===== config.mk =====
export PLATFORM = sky130hd
export DESIGN_NAME = l0_skew_buf_flat
export DESIGN_NICKNAME = d
export VERILOG_FILES = /design/src/rtl/l0_skew_buf_pkg.sv /design/src/rtl/l0_skew_buf_if.sv /design/src/rtl/l0_row_fifo.sv /design/src/rtl/l0_skew_buf.sv /design/src/flat_wrapper.sv
export SDC_FILE = /design/constraint.sdc
export NUM_CORES = 2
export LEC_CHECK = 0
export ABC_CLOCK_PERIOD_IN_PS = 6200
export BUFFER_PORTS_ARGS = -buffer_cell sky130_fd_sc_hd__buf_2
export CAP_MARGIN = 5
export CORE_ASPECT_RATIO = 2
export CORE_MARGIN = 2
export CORE_UTILIZATION = 45
export CTS_BUF_LIST = sky130_fd_sc_hd__clkbuf_8
export CTS_CLUSTER_DIAMETER = 50
export DETAILED_ROUTE_END_ITERATION = 10
export PLACE_DENSITY = 0.61
export SYNTH_ARGS = -nofsm -noshare
export SYNTH_HDL_FRONTEND = slang
export SYNTH_SLANG_ARGS = --single-unit

===== constraint.sdc =====
create_clock -name clk -period 6.2 [get_ports clk]
set_input_delay 0.93 -clock clk [delete_from_list [all_inputs] [get_ports clk]]
set_output_delay 0.93 -clock clk [all_outputs]
set_load 0.02 [all_outputs]

===== src/rtl/l0_skew_buf_pkg.sv =====
// l0_skew_buf_pkg: read-mode encodings, error flag positions and sizing helper
package l0_skew_buf_pkg;
    typedef enum logic {
        MODE_PAR  = 1'b0,
        MODE_SKEW = 1'b1
    } mode_e;

    localparam int ERR_OVF = 0;
    localparam int ERR_UDF = 1;

    // Counter width able to hold 0..depth inclusive
    function automatic int cnt_w(input int depth);
        return $clog2(depth + 1);
    endfunction
endpackage


===== src/rtl/l0_skew_buf_if.sv =====
// l0_skew_buf_if: write/read request and status bundle for the skew buffer
interface l0_skew_buf_if #(
    parameter int ROW = 8,
    parameter int BW  = 4
);
    logic              wr;
    logic [ROW*BW-1:0] in;
    logic              rd;
    logic              mode;
    logic [ROW*BW-1:0] out;
    logic [ROW-1:0]    o_valid;
    logic              o_full;
    logic              o_ready;
    logic              o_empty;
    logic [1:0]        o_err;

    modport master (
        output wr, in, rd, mode,
        input  out, o_valid, o_full, o_ready, o_empty, o_err
    );

    modport slave (
        input  wr, in, rd, mode,
        output out, o_valid, o_full, o_ready, o_empty, o_err
    );
endinterface


===== src/rtl/l0_row_fifo.sv =====
// l0_row_fifo: single row FIFO with combinational head and occupancy count
module l0_row_fifo
    import l0_skew_buf_pkg::*;
#(
    parameter int BW    = 4,
    parameter int DEPTH = 64
) (
    input  logic                      clk,
    input  logic                      reset,
    input  logic                      push,
    input  logic                      pop,
    input  logic [BW-1:0]             din,
    output logic [BW-1:0]             head,
    output logic                      full,
    output logic                      empty,
    output logic [cnt_w(DEPTH)-1:0]   count
);
    localparam int AW = $clog2(DEPTH);
    localparam int CW = cnt_w(DEPTH);

    logic [BW-1:0] mem [DEPTH];
    logic [AW-1:0] wptr;
    logic [AW-1:0] rptr;
    logic          do_push;
    logic          do_pop;

    assign full    = count == CW'(DEPTH);
    assign empty   = count == '0;
    assign do_push = push & ~full;
    assign do_pop  = pop & ~empty;
    assign head    = mem[rptr];

    // Storage is left uninitialised; count gates every read of it
    always_ff @(posedge clk) begin
        if (do_push) mem[wptr] <= din;
    end

    always_ff @(posedge clk or negedge reset) begin
        if (!reset) begin
            wptr  <= '0;
            rptr  <= '0;
            count <= '0;
        end else begin
            if (do_push) wptr <= wptr + AW'(1);
            if (do_pop) rptr <= rptr + AW'(1);
            count <= count + CW'(do_push) - CW'(do_pop);
        end
    end
endmodule


===== src/rtl/l0_skew_buf.sv =====
// l0_skew_buf: ROW parallel FIFOs written together, read in parallel or as a
// diagonal wave where row i pops i cycles after row 0
module l0_skew_buf
    import l0_skew_buf_pkg::*;
#(
    parameter int ROW   = 8,
    parameter int BW    = 4,
    parameter int DEPTH = 64
) (
    input logic          clk,
    input logic          reset,
    l0_skew_buf_if.slave bus
);
    localparam int CW = cnt_w(DEPTH);

    logic [ROW-1:0] rd_en;
    logic [ROW-1:0] rd_en_d;
    logic [ROW-1:0] full;
    logic [ROW-1:0] empty;
    logic [ROW-1:0] zero;
    logic [ROW-1:0] pop;
    logic [BW-1:0]  head  [ROW];
    logic [CW-1:0]  count [ROW];
    logic           push;
    mode_e          mode_q;

    assign push         = bus.wr & ~bus.o_full;
    assign pop          = rd_en & ~empty;
    assign bus.o_full   = |full;
    assign bus.o_empty  = &zero;
    assign bus.o_ready  = ~bus.o_full;

    // Skewed mode shifts the request one row per cycle
    always_comb rd_en_d = (mode_q == MODE_SKEW) ? ROW'({rd_en, bus.rd}) : {ROW{bus.rd}};

    for (genvar i = 0; i < ROW; i++) begin : row_g
        l0_row_fifo #(
            .BW    (BW),
            .DEPTH (DEPTH)
        ) u_fifo (
            .clk   (clk),
            .reset (reset),
            .push  (push),
            .pop   (pop[i]),
            .din   (bus.in[BW*i +: BW]),
            .head  (head[i]),
            .full  (full[i]),
            .empty (empty[i]),
            .count (count[i])
        );
        assign zero[i] = count[i] == '0;
    end

    always_ff @(posedge clk or negedge reset) begin
        if (!reset) begin
            rd_en       <= '0;
            mode_q      <= MODE_PAR;
            bus.o_valid <= '0;
            bus.out     <= '0;
            bus.o_err   <= '0;
        end else begin
            rd_en       <= rd_en_d;
            bus.o_valid <= pop;
            // Mode switches only between waves so a wave never changes shape
            if (!bus.rd && rd_en == '0) mode_q <= mode_e'(bus.mode);
            for (int i = 0; i < ROW; i++)
                if (pop[i]) bus.out[BW*i +: BW] <= head[i];
            if (bus.wr && bus.o_full) bus.o_err[ERR_OVF] <= 1'b1;
            if (|(rd_en & empty)) bus.o_err[ERR_UDF] <= 1'b1;
        end
    end
endmodule


===== src/flat_wrapper.sv =====
// flat-port wrapper written by rule: the top's interface ports become plain ports
module l0_skew_buf_flat import l0_skew_buf_pkg::*;
#(
    parameter int ROW   = 8,
    parameter int BW    = 4,
    parameter int DEPTH = 64
)
  (clk, reset, bus_wr, bus_in, bus_rd, bus_mode, bus_out, bus_o_valid, bus_o_full, bus_o_ready, bus_o_empty, bus_o_err);
  l0_skew_buf_if #(.ROW(ROW), .BW(BW)) bus_i ();
  input logic clk;
  input logic reset;
  input wire logic [$bits(bus_i.wr)-1:0] bus_wr;
  input wire logic [$bits(bus_i.in)-1:0] bus_in;
  input wire logic [$bits(bus_i.rd)-1:0] bus_rd;
  input wire logic [$bits(bus_i.mode)-1:0] bus_mode;
  output wire logic [$bits(bus_i.out)-1:0] bus_out;
  output wire logic [$bits(bus_i.o_valid)-1:0] bus_o_valid;
  output wire logic [$bits(bus_i.o_full)-1:0] bus_o_full;
  output wire logic [$bits(bus_i.o_ready)-1:0] bus_o_ready;
  output wire logic [$bits(bus_i.o_empty)-1:0] bus_o_empty;
  output wire logic [$bits(bus_i.o_err)-1:0] bus_o_err;
  assign bus_i.wr = bus_wr;
  assign bus_i.in = bus_in;
  assign bus_i.rd = bus_rd;
  assign bus_i.mode = bus_mode;
  assign bus_out = bus_i.out;
  assign bus_o_valid = bus_i.o_valid;
  assign bus_o_full = bus_i.o_full;
  assign bus_o_ready = bus_i.o_ready;
  assign bus_o_empty = bus_i.o_empty;
  assign bus_o_err = bus_i.o_err;
  l0_skew_buf #(.ROW(ROW), .BW(BW), .DEPTH(DEPTH)) u_core (.clk(clk), .reset(reset), .bus(bus_i));
endmodule

# [Word level (Yosys, flattened, before mapping)]
# Memories as Yosys holds them, arrays and structs flattened. A register that Yosys moved wholly into a read port is not among the register bits.
# Cells that the tools add are included.
[word_totals] register_bits=171 latch_bits=0 ram_bits=2048 romBits=0 output_inout_bits=45 elab_cells=154 mem_count=8
[memory_table] memory="u_core.row_g[0].u_fifo.mem" depth=64 width=4 read_ports=1 rd_clocked_by_memory_dff=1 write_ports=1 line_no="l0_row_fifo.sv:21" text="logic [BW-1:0] mem [DEPTH];"
[memory_table] memory="u_core.row_g[1].u_fifo.mem" depth=64 width=4 read_ports=1 rd_clocked_by_memory_dff=1 write_ports=1 line_no="l0_row_fifo.sv:21"
[memory_table] memory="u_core.row_g[2].u_fifo.mem" depth=64 width=4 read_ports=1 rd_clocked_by_memory_dff=1 write_ports=1 line_no="l0_row_fifo.sv:21"
[memory_table] memory="u_core.row_g[3].u_fifo.mem" depth=64 width=4 read_ports=1 rd_clocked_by_memory_dff=1 write_ports=1 line_no="l0_row_fifo.sv:21"
[memory_table] memory="u_core.row_g[4].u_fifo.mem" depth=64 width=4 read_ports=1 rd_clocked_by_memory_dff=1 write_ports=1 line_no="l0_row_fifo.sv:21"
[memory_table] memory="u_core.row_g[5].u_fifo.mem" depth=64 width=4 read_ports=1 rd_clocked_by_memory_dff=1 write_ports=1 line_no="l0_row_fifo.sv:21"
[memory_table] memory="+2 memories"
[classes] add_sub_neg=32 n_mul=0 n_div=0 magnitude_cmp=0 eq_ne=8 shift=0 n_mux=17 bitwise_logic=37 n_reduce_logical=23
[op_table] operator="adder 6 x 1 -> 6 bit, second input constant" n=16
[op_table] operator="adder 7 x 1 -> 7 bit" n=8
[op_table] operator="equality test 7 bit, second input constant" n=8
[op_table] operator="logical NOT 7 bit" n=8
[op_table] operator="subtractor 7 x 1 -> 7 bit" n=8
[op_table] operator="bitwise AND 1 bit" n=17
[op_table] operator="inverter 1 bit" n=17
[op_table] operator="bitwise AND 8 bit" n=2
[op_table] operator="2-to-1 mux 1 bit" n=16
[op_table] operator="OR reduction 8 bit" n=2
[op_table] operator="logical NOT 1 bit" n=9
[op_table] operator="logical NOT 8 bit" n=1
[op_table] operator="2-to-1 mux 8 bit" n=1
[op_table] operator="inverter 8 bit" n=1
[op_table] operator="AND reduction 8 bit" n=1
[op_table] operator="logical AND 1 bit" n=2

# [Depth between registers and ports, before layout]
[logic_depth] word_depth=7 ltp_mapped=20 mapped_depth_nobuf=18

# [Modules after synthesis]
# A second synthesis with hierarchy kept.
[unflattened] hier_cells=5298 area_unflattened_um2=92128.4
[modules_own_cells] module="l0_row_fifo at u_core.row_g[2].u_fifo ..." instances=5 cells_per_inst=626 area_each_um2=11233.3 seq_area_each_um2=8162.8
[modules_own_cells] module="l0_row_fifo at u_core.row_g[0].u_fifo ..." instances=2 cells_per_inst=685 area_each_um2=11307.1 seq_area_each_um2=8162.8
[modules_own_cells] module="l0_row_fifo at u_core.row_g[7].u_fifo" instances=1 cells_per_inst=648 area_each_um2=11329.6 seq_area_each_um2=8162.8
[modules_own_cells] module="l0_skew_buf" instances=1 cells_per_inst=150 area_each_um2=2018.2 seq_area_each_um2=1276.2

# [Least setup slack after synthesis]
# OpenSTA, ideal clock, no wires.
[synth_timing] kind="register to register" start="reg u_core.row_g[5].u_fifo.count[2]" end="reg u_core.row_g[1].u_fifo.count[6]" setup_time_ns=0.125 t_arrival_ns=3.902 slack_ns=2.172 stages_incl_launch_ff=21 path_buffers=2 path_cell_list="dfrtp_1 -> inv_1 -> ha_1 -> nor4bb_1 -> a2bb2o_4 -> or4b_4 -> nor2_4 -> clkbuf_1 -> clkbuf_1 -> inv_1 -> ha_1 -> inv_1 -> ha_1 -> inv_1 -> fa_1 -> nand2b_1 -> a21oi_1 -> o21ai_0 -> a21oi_1 -> nor2_1 -> xnor2_1"
[synth_via] elab_chain_cells=7
[synth_rtl] item="start: declaration" line_no="l0_row_fifo.sv:16" text="output logic [cnt_w(DEPTH)-1:0] count"
[synth_rtl] item="start signal: assignment" line_no="l0_row_fifo.sv:46" text="count <= count + CW'(do_push) - CW'(do_pop);"
[synth_rtl] item="equality test 7 bit" line_no="l0_row_fifo.sv:27" text="assign full = count == CW'(DEPTH);"
[synth_rtl] item="OR reduction 8 bit" line_no="l0_skew_buf.sv:29" text="assign bus.o_full = |full;"
[synth_rtl] item="named net bus_o_full" line_no="flat_wrapper.sv:18" text="output wire logic [$bits(bus_i.o_full)-1:0] bus_o_full;"
[synth_rtl] item="inverter 1 bit" line_no="l0_skew_buf.sv:27" text="assign push = bus.wr & ~bus.o_full;"
[synth_rtl] item="bitwise AND 1 bit" line_no="l0_skew_buf.sv:27"
[synth_rtl] item="bitwise AND 1 bit" line_no="l0_row_fifo.sv:29" text="assign do_push = push & ~full;"
[synth_rtl] item="adder 7 x 1 -> 7 bit" line_no="l0_row_fifo.sv:46"
[synth_rtl] item="subtractor 7 x 1 -> 7 bit" line_no="l0_row_fifo.sv:46"
[synth_rtl] item="end signal: assignment" line_no="l0_row_fifo.sv:46"
[synth_rtl] item="end: declaration" line_no="l0_row_fifo.sv:16"
# The timed path passes the listed nets, and every way through them passes these cells.
# A chain may end at the register's enable or synchronous reset.

# [Worst setup path after layout]
[layout_timing] start="reg u_core.row_g[5].u_fifo.count[2]" end="reg u_core.row_g[2].u_fifo.count[6]"
[layout_via] elab_chain_cells=7
[layout_rtl] item="equality test 7 bit" line_no="l0_row_fifo.sv:27"
[layout_rtl] item="OR reduction 8 bit" line_no="l0_skew_buf.sv:29"
[layout_rtl] item="inverter 1 bit" line_no="l0_skew_buf.sv:27"
[layout_rtl] item="bitwise AND 1 bit" line_no="l0_skew_buf.sv:27"
[layout_rtl] item="bitwise AND 1 bit" line_no="l0_row_fifo.sv:29"
[layout_rtl] item="adder 7 x 1 -> 7 bit" line_no="l0_row_fifo.sv:46"
[layout_rtl] item="subtractor 7 x 1 -> 7 bit" line_no="l0_row_fifo.sv:46"
[layout_rtl] item="end signal: assignment" line_no="l0_row_fifo.sv:46"
[layout_rtl] item="end: declaration" line_no="l0_row_fifo.sv:16"
# No other way between the ends.

==> impl_metrics.json <==
{
  "rsz0062_at_grt": "false",
  "whs_ns": 0.155,
  "syn_nets": 5074,
  "crit_chain": "inv_1 > ha_1 > nor4bb_1 > a2bb2o_4 > or4b_4 > nor2_4 > inv_2 > ha_1 > inv_1 > ha_1 > inv_1 > fa_1 > nand2b_1 > a21oi_1 > o21ai_0 > a21oi_1 > nor2_1 > xnor2_1",
  "cts_root_buf": "clkbuf_8",
  "drt_pass1_iterations": 8,
  "drc": 0,
  "cts_resized": 0,
  "multi_input_area_mm2": 0.0226,
  "syn_area_mm2": 0.0907,
  "antenna_found_initial": 6,
  "cts_tree": "built",
  "synth-edff-count": 2048,
  "drv_cap": 0,
  "finalCritPeriodShare": 0.735,
  "synthArstFlopShare": 0.0902,
  "synth.top_cell.area_share": 0.678,
  "grt-ovfl-total": 0,
  "core_mm2": 0.201,
  "crit_path_max_incr_delay_ns": 0.59,
  "rows": 233,
  "num-fill-cells": 16376,
  "setup_viol_count_final": 0,
  "cp_num_buf_inv": 4,
  "synth_cell_types": 62,
  "regArea_mm2": 0.0666,
  "highest_layer": "met5",
  "fp.dieW_um": 322,
  "drive_above_1_share": 0.202,
  "slowest_stage": "or4b_4",
  "power_density_mw_per_mm2": 430,
  "die_height_um": 639,
  "drtIter0Drc": 3018,
  "grt_pass1_wl_um": 305000,
  "synth_adder_area_share": 0.0139,
  "syn_area_per_cell_um2": 18.4,
  "crit_required_ns": 7.00,
  "start_util": 0.452,
  "ys_seq_area_frac": 0.734,
  "ys_ff_latch": 2251,
  "synthToLayoutAreaGrowth_pct": 9.83,
  "synthFlopType": "edfxtp_1",
  "synthMuxAreaShare": 0.145,
  "vias": 44704,
  "nNetsFinal": 5244,
  "r2r_slack_ns": 1.64,
  "worst_setup_path_end_kind": "flip-flop",
  "hold_viol_final": 0,
  "ant_nets": 0,
  "cts_buffer_depth": 4,
  "max_slew_margin": 0.163,
  "synth-xor-area-share": 0.0124,
  "cts_made_buffers": 309,
  "crit_family": "simple AND/OR/NAND/NOR gates",
  "ctsHtreeMaxLevel": 5,
  "crit_arrival_ns": 5.35,
  "hpwl_um": 129000,
  "fin_setup_tns_ns": 0,
  "p_leak_nw": 32.6,
  "drv_slew": 0,
  "wl_met1_um": 73100,
  "gp_congestion": 0.826,
  "startpoint_type": "flip-flop",
  "ios": 82,
  "drt_wl_total_um": 204000,
  "postCtsHoldBufs": 1,
  "post-route-util": 0.496,
  "worstHoldPathType": "in -> reg",
  "clock_sinks": 2251,
  "peakVddDrop_v": 0.000239,
  "port_buffers": 81,
  "grt_pass1_vias": 48593,
  "final.min_clock_period_ns": 4.56,
  "status": "finished, final reports clean",
  "path_class": "reg -> reg",
  "synthTopCellsByArea": "edfxtp_1 (68%), mux4_2 (12%), dfrtp_1 (5.6%), mux2i_1 (2.7%), nor2_1 (2.4%)",
  "synth_cells": 4941,
  "grt_start_max_net_pins": 146,
  "synth_top_family_by_area": "multiplexers",
  "power_w": 0.0429,
  "synth_compound_area_frac": 0.0277,
  "postCtsSetupBuffers": 0,
  "dieArea_mm2": 0.205,
  "drt-vias-per-instance": 5.63,
  "wl_met3_um": 8380,
  "synth-simple-area-share": 0.0504,
  "yosysTopAreaCell": "edfxtp_1",
  "grt.total_usage": 0.199,
  "worst_pin_slew_ns": 1.26,
  "fmax_mhz": 219,
  "skew_ns": 0.0498,
  "path_clk_slew_ns": 0.06,
  "cp_max_fo": 37,
  "post_drt_wl_per_cell_um": 25.7,
  "wl_met2_um": 116000,
  "ys_warn_count": 0,
  "clkLatencyLatePin_ns": 0.92
}
==> registers in the layout, summed over array words and instances, names as in the netlist <==
signal	cells
u_core.row_g.u_fifo.mem	2048
u_core.row_g.u_fifo.count	56
u_core.row_g.u_fifo.rptr	48
u_core.row_g.u_fifo.wptr	48
u_core.bus.out	32
u_core.bus.o_valid	8
u_core.rd_en	8
u_core.bus.o_err	2
u_core.mode_q	1
==> per-layer routing <==
metal | global-route usage | up-vias
met4 | 0.0703 | 6
met3 | 0.0285 | 365
li1 | - | 19916
met5 | 0 | -
met2 | 0.383 | 1073
met1 | 0.220 | 23344
==> synthesized netlist by cell type (5+ instances only) <==
library cell and n:
a2111oi_0 12, a211oi_1 42, a21o_1 9, a21oi_1 85, a221o_1 6, a221oi_1 13, a22o_1 11, a22oi_1 20
a32oi_1 16, and3_1 11, buf_1 59, buf_2 77, buf_4 6, clkbuf_1 137, dfrtp_1 203, edfxtp_1 2048
fa_1 8, ha_1 88, inv_1 97, mux2i_1 246, mux4_2 472, nand2_1 148, nand2b_1 15, nand3_1 32
nand3b_1 38, nand4_1 33, nand4b_1 24, nand4bb_1 5, nor2_1 580, nor2b_1 29, nor3_1 12, nor4_1 5
o21ai_0 68, o21ai_1 5, o21bai_1 8, o221ai_1 28, o22ai_1 39, or2_2 5, or3_1 12, or3b_2 15
or4b_1 17, xnor2_1 104, xor2_1 24
==> power by group <==
part | internal, W | switching, W
sequential | 0.0177 | 0.00197
combinational | 0.00557 | 0.00659
clock | 0.00555 | 0.00551
==> cell usage in the layout (no fill, tap or decap), types with 28 or more instances in the layout <==
master,count
edfxtp_1,2048
nor2_1,580
mux4_2,472
clkbuf_8,333
mux2i_1,246
dfrtp_1,187
inv_1,173
nand2_1,148
xnor2_1,104
ha_1,88
a21oi_1,85
buf_2,80
o21ai_0,68
clkinv_2,56
buf_4,55
clkinv_1,51
a211oi_1,42
o22ai_1,39
nand3b_1,38
nand4_1,33
nand3_1,32
nor2b_1,29
o221ai_1,28
==> logic make-up (layout without fill, tap and decap cells) <==
logic type / after synthesis / in the layout
AO/OA/AOI/OAI: 375 / 375
XOR/XNOR: 128 / 128
adder cells (fa/ha/maj): 96 / 96
buffers and inverters: 380 / 791
flip-flops: 2251 / 2251
multiplexers: 721 / 721
other: 0 / 1
AND/OR/NAND/NOR: 990 / 990
==> final timing paths <==
path / start / endpoint / cells past startpoint
max: u_core.row_g[5].u_fifo.count[2] / u_core.row_g[2].u_fifo.count[6] / 18
min: bus_rd / u_core.rd_en[0] / 1
max reg2reg: u_core.row_g[5].u_fifo.count[2] / u_core.row_g[2].u_fifo.count[6] / 18
min reg2reg: u_core.row_g[3].u_fifo.rptr[5] / u_core.row_g[3].u_fifo.rptr[5] / 1
max in group asynchronous: reset / u_core.row_g[3].u_fifo.rptr[0] / 3
min in group asynchronous: reset / u_core.bus.out[23] / 2
==> cell type report <==
cell class / instances / area share
Antenna cell: 1 / 0.0000251
Clock buffer: 333 / 0.0460
Clock inverter: 219 / 0.0135
Inverter: 100 / 0.00377
Multi-Input combinational cell: 2310 / 0.227
Sequential cell: 2251 / 0.669
Tap cell: 2585 / 0.0325
Timing Repair Buffer: 139 / 0.00881
==> worst register-to-register path: stages (launching register included) <==
cell and delay, ns:
dfrtp_1 0.36, inv_1 0.06, ha_1 0.20, nor4bb_1 0.17, a2bb2o_4 0.22, or4b_4 0.59, nor2_4 0.34, inv_2 0.52
ha_1 0.47, inv_1 0.06, ha_1 0.15, inv_1 0.06, fa_1 0.43, nand2b_1 0.16, a21oi_1 0.17, o21ai_0 0.10
a21oi_1 0.19, nor2_1 0.08, xnor2_1 0.13
==> metrics by stage <==
stage,std cells,area [µm²],worst slack (ns)
final,7938,99600,1.64
after global routing,7938,99600,1.32
after CTS,7937,99600,1.64
after detailed placement,7384,93700,1.68
after global placement,7384,93700,1.74
after floorplan,4941,90700,2.17
Note: power is estimated with default switching activity, not from simulation.
